<file path="src/rtl/pipeline_pkg.sv">
// Shared fetch-pipeline types: PC width default, NOP encoding, fetch FSM states
// and the next-PC select used by the PC register.
package pipeline_pkg;

  localparam int          PC_W_DEFAULT = 9;
  localparam logic [31:0] NOP          = 32'h0000_0013;

  typedef enum logic [2:0] {
    IDLE,
    REQ,
    WAIT,
    KILL,
    HOLD
  } fetch_state_t;

  typedef enum logic [1:0] {
    PC_HOLD,
    PC_INC,
    PC_TARGET
  } pc_sel_t;

endpackage

</file>
<file path="src/rtl/pc_register.sv">
// Program counter with hold / +4 / redirect-target selection.
// Latency: new PC visible one edge after sel; no backpressure (sel=PC_HOLD freezes it).
module pc_register
  import pipeline_pkg::*;
#(
  parameter int              PC_W     = PC_W_DEFAULT,
  parameter logic [PC_W-1:0] RESET_PC = '0
) (
  input  logic            clk,
  input  logic            rst_n,
  input  pc_sel_t         sel,
  input  logic [PC_W-1:0] target,
  output logic [PC_W-1:0] pc
);

  logic [PC_W-1:0] pc_next;

  // +4 wraps naturally at PC_W bits
  always_comb begin
    pc_next = pc;
    case (sel)
      PC_INC:    pc_next = pc + PC_W'(4);
      PC_TARGET: pc_next = target;
      default:   pc_next = pc;
    endcase
  end

  always_ff @(posedge clk or negedge rst_n) begin
    if (!rst_n) pc <= RESET_PC;
    else        pc <= pc_next;
  end

endmodule

</file>
<file path="src/rtl/if_stage.sv">
// Instruction fetch: one outstanding imem request, IF/ID register, skid buffer for stalled responses.
// Latency: instruction on IF/ID one edge after rvalid; Stall holds PC and IF/ID, PcSel overrides Stall.
// Optional IFETCH_PERF_EN adds PerfFetched/PerfKilled counters.
module if_stage
  import pipeline_pkg::*;
#(
  parameter int              PC_W     = PC_W_DEFAULT,
  parameter logic [PC_W-1:0] RESET_PC = '0
) (
  input  logic            clk,
  input  logic            rst_n,
  input  logic            Stall,
  input  logic            PcSel,
  input  logic [31:0]     BrPC,
  output logic            imem_req,
  output logic [PC_W-1:0] imem_addr,
  input  logic            imem_gnt,
  input  logic            imem_rvalid,
  input  logic [31:0]     imem_rdata,
  output logic [PC_W-1:0] IfPc,
  output logic [31:0]     IfInstr,
  output logic            IfValid
`ifdef IFETCH_PERF_EN
  ,
  output logic [31:0]     PerfFetched,
  output logic [31:0]     PerfKilled
`endif
);

  fetch_state_t    state, state_next;
  pc_sel_t         pc_sel;
  logic [PC_W-1:0] pc, target;
  logic [31:0]     skid, deliver_instr;
  logic            deliver, load_skid, discard;
  logic            unused_brpc;

  assign target      = {BrPC[PC_W-1:2], 2'b00};
  assign imem_addr   = pc;
  assign unused_brpc = ^BrPC;

  pc_register #(
    .PC_W     (PC_W),
    .RESET_PC (RESET_PC)
  ) u_pc (
    .clk    (clk),
    .rst_n  (rst_n),
    .sel    (pc_sel),
    .target (target),
    .pc     (pc)
  );

  always_comb begin
    state_next    = state;
    pc_sel        = PC_HOLD;
    imem_req      = 1'b0;
    deliver       = 1'b0;
    deliver_instr = imem_rdata;
    load_skid     = 1'b0;
    discard       = 1'b0;
    case (state)
      IDLE: state_next = REQ;
      REQ: begin
        imem_req = 1'b1;
        if (PcSel) begin
          pc_sel = PC_TARGET;
          if (imem_gnt) state_next = KILL;
        end else if (imem_gnt) begin
          state_next = WAIT;
        end
      end
      WAIT: begin
        if (imem_rvalid) begin
          if (PcSel) begin
            discard    = 1'b1;
            pc_sel     = PC_TARGET;
            state_next = REQ;
          end else if (!Stall) begin
            deliver    = 1'b1;
            pc_sel     = PC_INC;
            state_next = REQ;
          end else begin
            load_skid  = 1'b1;
            state_next = HOLD;
          end
        end else if (PcSel) begin
          pc_sel     = PC_TARGET;
          state_next = KILL;
        end
      end
      // the in-flight response belongs to a stale PC; track redirects until it lands
      KILL: begin
        if (PcSel) pc_sel = PC_TARGET;
        if (imem_rvalid) begin
          discard    = 1'b1;
          state_next = REQ;
        end
      end
      HOLD: begin
        if (PcSel) begin
          discard    = 1'b1;
          pc_sel     = PC_TARGET;
          state_next = REQ;
        end else if (!Stall) begin
          deliver       = 1'b1;
          deliver_instr = skid;
          pc_sel        = PC_INC;
          state_next    = REQ;
        end
      end
      default: state_next = IDLE;
    endcase
  end

  always_ff @(posedge clk or negedge rst_n) begin
    if (!rst_n) state <= IDLE;
    else        state <= state_next;
  end

  always_ff @(posedge clk or negedge rst_n) begin
    if (!rst_n)         skid <= '0;
    else if (load_skid) skid <= imem_rdata;
  end

  // redirect flushes to a bubble even while decode is stalled
  always_ff @(posedge clk or negedge rst_n) begin
    if (!rst_n) begin
      IfPc    <= '0;
      IfInstr <= NOP;
      IfValid <= 1'b0;
    end else if (PcSel) begin
      IfInstr <= NOP;
      IfValid <= 1'b0;
    end else if (!Stall) begin
      if (deliver) begin
        IfPc    <= pc;
        IfInstr <= deliver_instr;
        IfValid <= 1'b1;
      end else begin
        IfInstr <= NOP;
        IfValid <= 1'b0;
      end
    end
  end

`ifdef IFETCH_PERF_EN
  always_ff @(posedge clk or negedge rst_n) begin
    if (!rst_n) begin
      PerfFetched <= '0;
      PerfKilled  <= '0;
    end else begin
      if (deliver) PerfFetched <= PerfFetched + 32'd1;
      if (discard) PerfKilled  <= PerfKilled + 32'd1;
    end
  end
`endif

endmodule

</file>
<file path="config.mk">
export PLATFORM = sky130hd
export DESIGN_NAME = if_stage
export DESIGN_NICKNAME = d
export VERILOG_FILES = /design/src/rtl/pipeline_pkg.sv /design/src/rtl/pc_register.sv /design/src/rtl/if_stage.sv
export SDC_FILE = /design/constraint.sdc
export NUM_CORES = 1
export LEC_CHECK = 0
export CAP_MARGIN = 20
export CELL_PAD_IN_SITES_DETAIL_PLACEMENT = 0
export CELL_PAD_IN_SITES_GLOBAL_PLACEMENT = 2
export CORE_UTILIZATION = 29
export DETAILED_ROUTE_END_ITERATION = 7
export PLACE_DENSITY = 0.91
export SYNTH_ARGS = -nofsm -noshare
export SYNTH_HDL_FRONTEND = slang
export SYNTH_SLANG_ARGS = --single-unit
</file>
<file path="constraint.sdc">
create_clock -name clk -period 3.6 [get_ports clk]
set_clock_uncertainty 0.15 [all_clocks]
set_input_delay 0.72 -clock clk [delete_from_list [all_inputs] [get_ports clk]]
set_output_delay 0.72 -clock clk [all_outputs]
set_load 0.02 [all_outputs]
</file>
==> Yosys cells after proc, flatten, opt, wreduce, memory -nomap -nowiden <==
Cells that the tools add are included.
{ "word_totals": {"register_bits": 86, "in_bits": 70, "output_inout_bits": 52, "word_cells": 58} }
{ "classes": {"addsub": 1, "n_eq_ne": 11, "n_mux": 33, "bitwise_logic": 2, "n_reduce_logical": 5} }
{ "op_table": {"columns": ["cell", "count"], "rows": [
  ["two-way mux 32 bit", 4],
  ["two-way mux 3 bit", 10],
  ["case mux 9 bit (2 select lines)", 1],
  ["case mux 3 bit (5 select lines)", 1],
  ["two-way mux 1 bit", 12],
  ["adder 9 x 3 -> 9 bit (second input constant)", 1],
  ["== test 3 x 2 -> 1 bit (second input constant)", 2],
  ["two-way mux 2 bit", 3],
  ["inequality test 3 bit (second input constant)", 2],
  ["case mux 2 bit (3 select lines)", 1],
  ["inequality test 2 bit (second input constant)", 2],
  ["AND reduction 4 bit", 1],
  ["== test 3 x 1 -> 1 bit (second input constant)", 1],
  ["== test 3 bit (second input constant)", 1],
  ["logical NOT 3 bit", 1],
  ["AND reduction 3 bit", 1],
  ["== test 2 x 1 -> 1 bit (second input constant)", 1],
  ["== test 2 bit (second input constant)", 1],
  ["inequality test 2 x 1 -> 1 bit (second input constant)", 1],
  ["NOT 1 bit", 2],
  ["case mux 1 bit (2 select lines)", 1],
  ["nonzero test 2 bit", 1],
  ["OR reduction 2 bit", 1]
]} }

==> Longest topological paths before layout <==
{ "depth": {"word_depth": 7, "depth_mapped": 11, "ltp_nobuf": 8} }

==> Modules after synthesis <==
A second synthesis with hierarchy kept.
{ "unflattened": {"cells_unflattened": 311, "area_unflattened_um2": 3876.2} }
{ "by_module_without_submodules": {"columns": ["mod", "n_inst", "cells_per_inst", "area_per_inst_um2", "seq_area_each_um2"], "rows": [
  ["if_stage", 1, 258, 3364.5, 1930.6],
  ["pc_register", 1, 53, 511.7, 225.2]
]} }

==> Least setup slack after synthesis <==
No wires, ideal clock.
{ "synth_timing": {"path_kind": "input to register", "start": "input port PcSel", "end": "register u_pc.pc[7]", "arrival_ns": 2.412, "required_time_ns": 3.327, "path_slack_ns": 0.915, "path_stages": 8, "path_cell_list": "or4_1 > buf_2 > buf_2 > ha_1 > clkbuf_1 > nor3_1 > a31oi_1 > nand2_1"} }
{ "synth_between": {"elab_chain_cells": 5, "elab_cells_between_ends": 8} }
{ "synth_lines": {"columns": ["item", "line_no", "text"], "rows": [
  ["start, declared", "if_stage.sv:13", "input logic PcSel,"],
  ["two-way mux 2 bit, on equally long branches", null, null],
  ["two-way mux 2 bit", "if_stage.sv:72", "if (imem_rvalid) begin"],
  ["case mux 2 bit (3 select lines) *", "if_stage.sv:60", "case (state)"],
  ["== test 2 bit / == test 2 x 1 -> 1 bit (equally long branches)", "pc_register.sv:21", "case (sel)"],
  ["case mux 9 bit (2 select lines) / nonzero test 2 bit (equally long branches)", null, null],
  ["end signal, assigned", "pc_register.sv:30", "else pc <= pc_next;"],
  ["end, declared", "pc_register.sv:13", "output logic [PC_W-1:0] pc"]
]} }
Mark *: on every way between the ends. The rest lies on a longest branch, timed or not.
A chain may end at the register's enable or synchronous reset.

==> Worst setup path after layout <==
{ "layout_timing": {"start": "input port PcSel", "end": "register u_pc.pc[5]"} }
Same word-level chain as after synthesis.

==> results.json <==
{
  "dieArea_um2": 13000,
  "num_antenna_cells": 0,
  "synth_warnings": 0,
  "cp-end-kind": "flip-flop",
  "cp.arrival_ns": 2.76,
  "clock_latency_ns": 0.34,
  "start_util_pct": 29.9,
  "place_congestion": 0.824,
  "power_density_nw_per_um2": 594,
  "synth_top_family_by_area": "multiplexers",
  "vias": 2630,
  "ys_ff_latch": 82,
  "cp_data_required_time_ns": 3.71,
  "crit_end": "u_pc.pc[5]",
  "mostFrequentLayoutCell": "clkdlybuf4s50_1",
  "vias_per_cell": 4.62,
  "seq_area_frac_synth_pct": 56.7,
  "crit_fanout": 6,
  "drt-wirelength-per-cell_um": 14.3,
  "dp.final_hpwl_um": 5350,
  "io_buffers": 92,
  "io_pins": 122,
  "cp.depth": 6,
  "dp_slack_ns": 0.614,
  "crit_start": "PcSel",
  "drt_iter0_markers": 112,
  "clk_transition_reported_paths_ns": 0.06,
  "cts_max_level": 3,
  "synth_compound_area_share_pct": 8.80,
  "status": "completed",
  "drive_gt1_share_pct": 17.7,
  "yosys.area_share.adder_pct": 0.690,
  "fin_nets": 468,
  "fin_crit_sh_pct": 73.5,
  "cts_setup_buffers": 0,
  "cts_tree": "built",
  "setup_ws_ns": 0.954,
  "grt_pass1_vias": 2794,
  "antenna_found_initial": 0,
  "syn-cell-area_um2": 3630,
  "fp.dieH_um": 114,
  "gr-usage-all-layers_pct": 13.8,
  "maxCapViolCount": 0,
  "grt_first_pass_wirelength_um": 13700,
  "async_flop_share_pct": 100,
  "slew_violations": 0,
  "rsz0062_at_grt": "false",
  "cts_sinks": 82,
  "grt_max_degree": 83,
  "syn-instance-count": 303,
  "drtPass1Iterations": 4,
  "cts-resized-gates": 0,
  "cts_buffer_depth": 2,
  "drc": 0,
  "hold_class": "in -> async",
  "vdd_drop_max_v": 0.000335,
  "synth.avg_cell_area_um2": 12.0,
  "hold_viol_final": 0,
  "critPathLaunchType": "input pin",
  "rr_endpoint": "u_pc.pc[5]",
  "final_cell_mix": "clkdlybuf4s50_1 (91), dfrtp_1 (79), nand2_1 (37)",
  "crit_chain": "clkdlybuf4s50_1 > or4_1 > ha_1 > nor2b_1 > a22oi_1 > o21ai_0",
  "drt.antenna.violating_nets": 0,
  "crit_type": "in -> reg",
  "cts_made_buffers": 9,
  "core_um2": 12100,
  "tns_ns": 0,
  "timing.fmax_mhz": 378,
  "synth_cell_types": 33,
  "worstReg2RegStart": "state[2]",
  "reg2reg_setup_slack_ns": 1.21,
  "hold_buffers": 0,
  "p_leak_nw": 2.13,
  "crit_family": "simple AND/OR/NAND/NOR gates",
  "syn_to_final_growth_pct": 39.5,
  "fin_crit_ns": 2.65,
  "synthMuxAreaShare_pct": 22.2,
  "crit_buf_inv": 1,
  "rr_worst_depth": 7,
  "synth_enable_flop_cells": 0,
  "finalSetupViolations": 0,
  "dieWidth_um": 114,
  "yosys.area_share.simple_pct": 8.04,
  "rows": 40,
  "root_buffer": "clkbuf_16",
  "slew_headroom_pct": 59.5,
  "final_util_pct": 41.8,
  "synth_flop_cell": "dfrtp_1",
  "slowest_stage": "or4_1",
  "worstMarginPinSlew_ns": 0.605,
  "crit_path_max_incr_delay_ns": 0.57,
  "grt_overflow": 0,
  "synth_xor_area_share_pct": 0,
  "routed_wl_um": 8160
}
layout make-up:
cell class,count,area [um2]
Timing Repair Buffer,99,1000
Tap cell,168,210
Clock buffer,10,239
Inverter,5,18.8
Fill cell,1177,7050
Clock inverter,6,66.3
Multi-Input combinational cell,199,1470
Sequential cell,82,2060
through the flow:
step / hold slack (ns) / cells / cell area, um2 / total power, mW
finish: 0.210 / 569 / 5060 / 3.01
global route: 0.241 / 569 / 5060 / 3.18
CTS: 0.333 / 568 / 5030 / 3.04
detailed placement: 0.320 / 552 / 4730 / 2.09
global placement: 0.312 / 552 / 4730 / 2.07
floorplan: 0.274 / 306 / 3640 / 1.74
kinds of logic (layout without fill, tap and decap cells):
group / Yosys count / in the layout
compound gates: 56 / 56
fa+ha+maj: 2 / 2
buf+inv: 25 / 120
flops: 82 / 82
mux: 73 / 73
other cells: 1 / 4
simple gates: 64 / 64
synth_stat cells, types with 5 or more instances:
master / count / area share, %
a22oi_1: 5 / 1.0
dfrtp_1: 79 / 55
buf_2: 8 / 1.1
mux2i_1: 31 / 8.6
nor2b_1: 5 / 0.86
clkbuf_1: 7 / 0.72
mux2_2: 36 / 11
a21oi_1: 8 / 1.1
nand2_1: 37 / 3.8
nor3_1: 5 / 0.69
nor2_1: 6 / 0.62
o21ai_0: 35 / 4.8
inv_1: 5 / 0.52
mux2_4: 6 / 2.5
report_power, final:
group	leakage, nW	switching, mW	internal, mW	total (mW)
Combinational	0.917	0.340	0.431	0.771
Clock	0.141	0.368	0.555	0.924
Sequential	1.08	0.175	1.14	1.31
Total	2.13	0.883	2.12	3.01
worst reg2reg max path, delay by kind of cell (launching register included):
kind	cells	cell delay, ns
and+or+nand+nor	3	1.09
DFF	1	0.45
adders and majority gates	1	0.32
AOI/OAI and AO/OA	3	0.30
routing by layer:
| layer | track usage (%) | part of all wire [%] | wire (um) |
|---|---|---|---|
| met2 | 22.6 | 49 | 3970 |
| met5 | 0 | 0 | 0 |
| met4 | 5.80 | 1.3 | 109 |
| met1 | 16.2 | 44 | 3550 |
| met3 | 5.31 | 6.5 | 531 |
registers in the layout, summed over array words and instances (netlist names):
signal / flops
IfInstr: 32
state: 3
IfValid: 1
u_pc.pc: 7
skid: 32
IfPc: 7
how the worst min path moves through the flow:
stage	from	end	slack [ns]	depth (start not counted)
after floorplan	rst_n	IfInstr[10]	0.27	0
after global placement	IfInstr[9]	IfInstr[9]	0.31	2
after detailed placement	IfInstr[8]	IfInstr[8]	0.32	2
after CTS	IfInstr[8]	IfInstr[8]	0.33	2
after global routing	rst_n	IfPc[2]	0.24	1
final	rst_n	IfPc[2]	0.21	1
(Power assumes the default switching activity.)
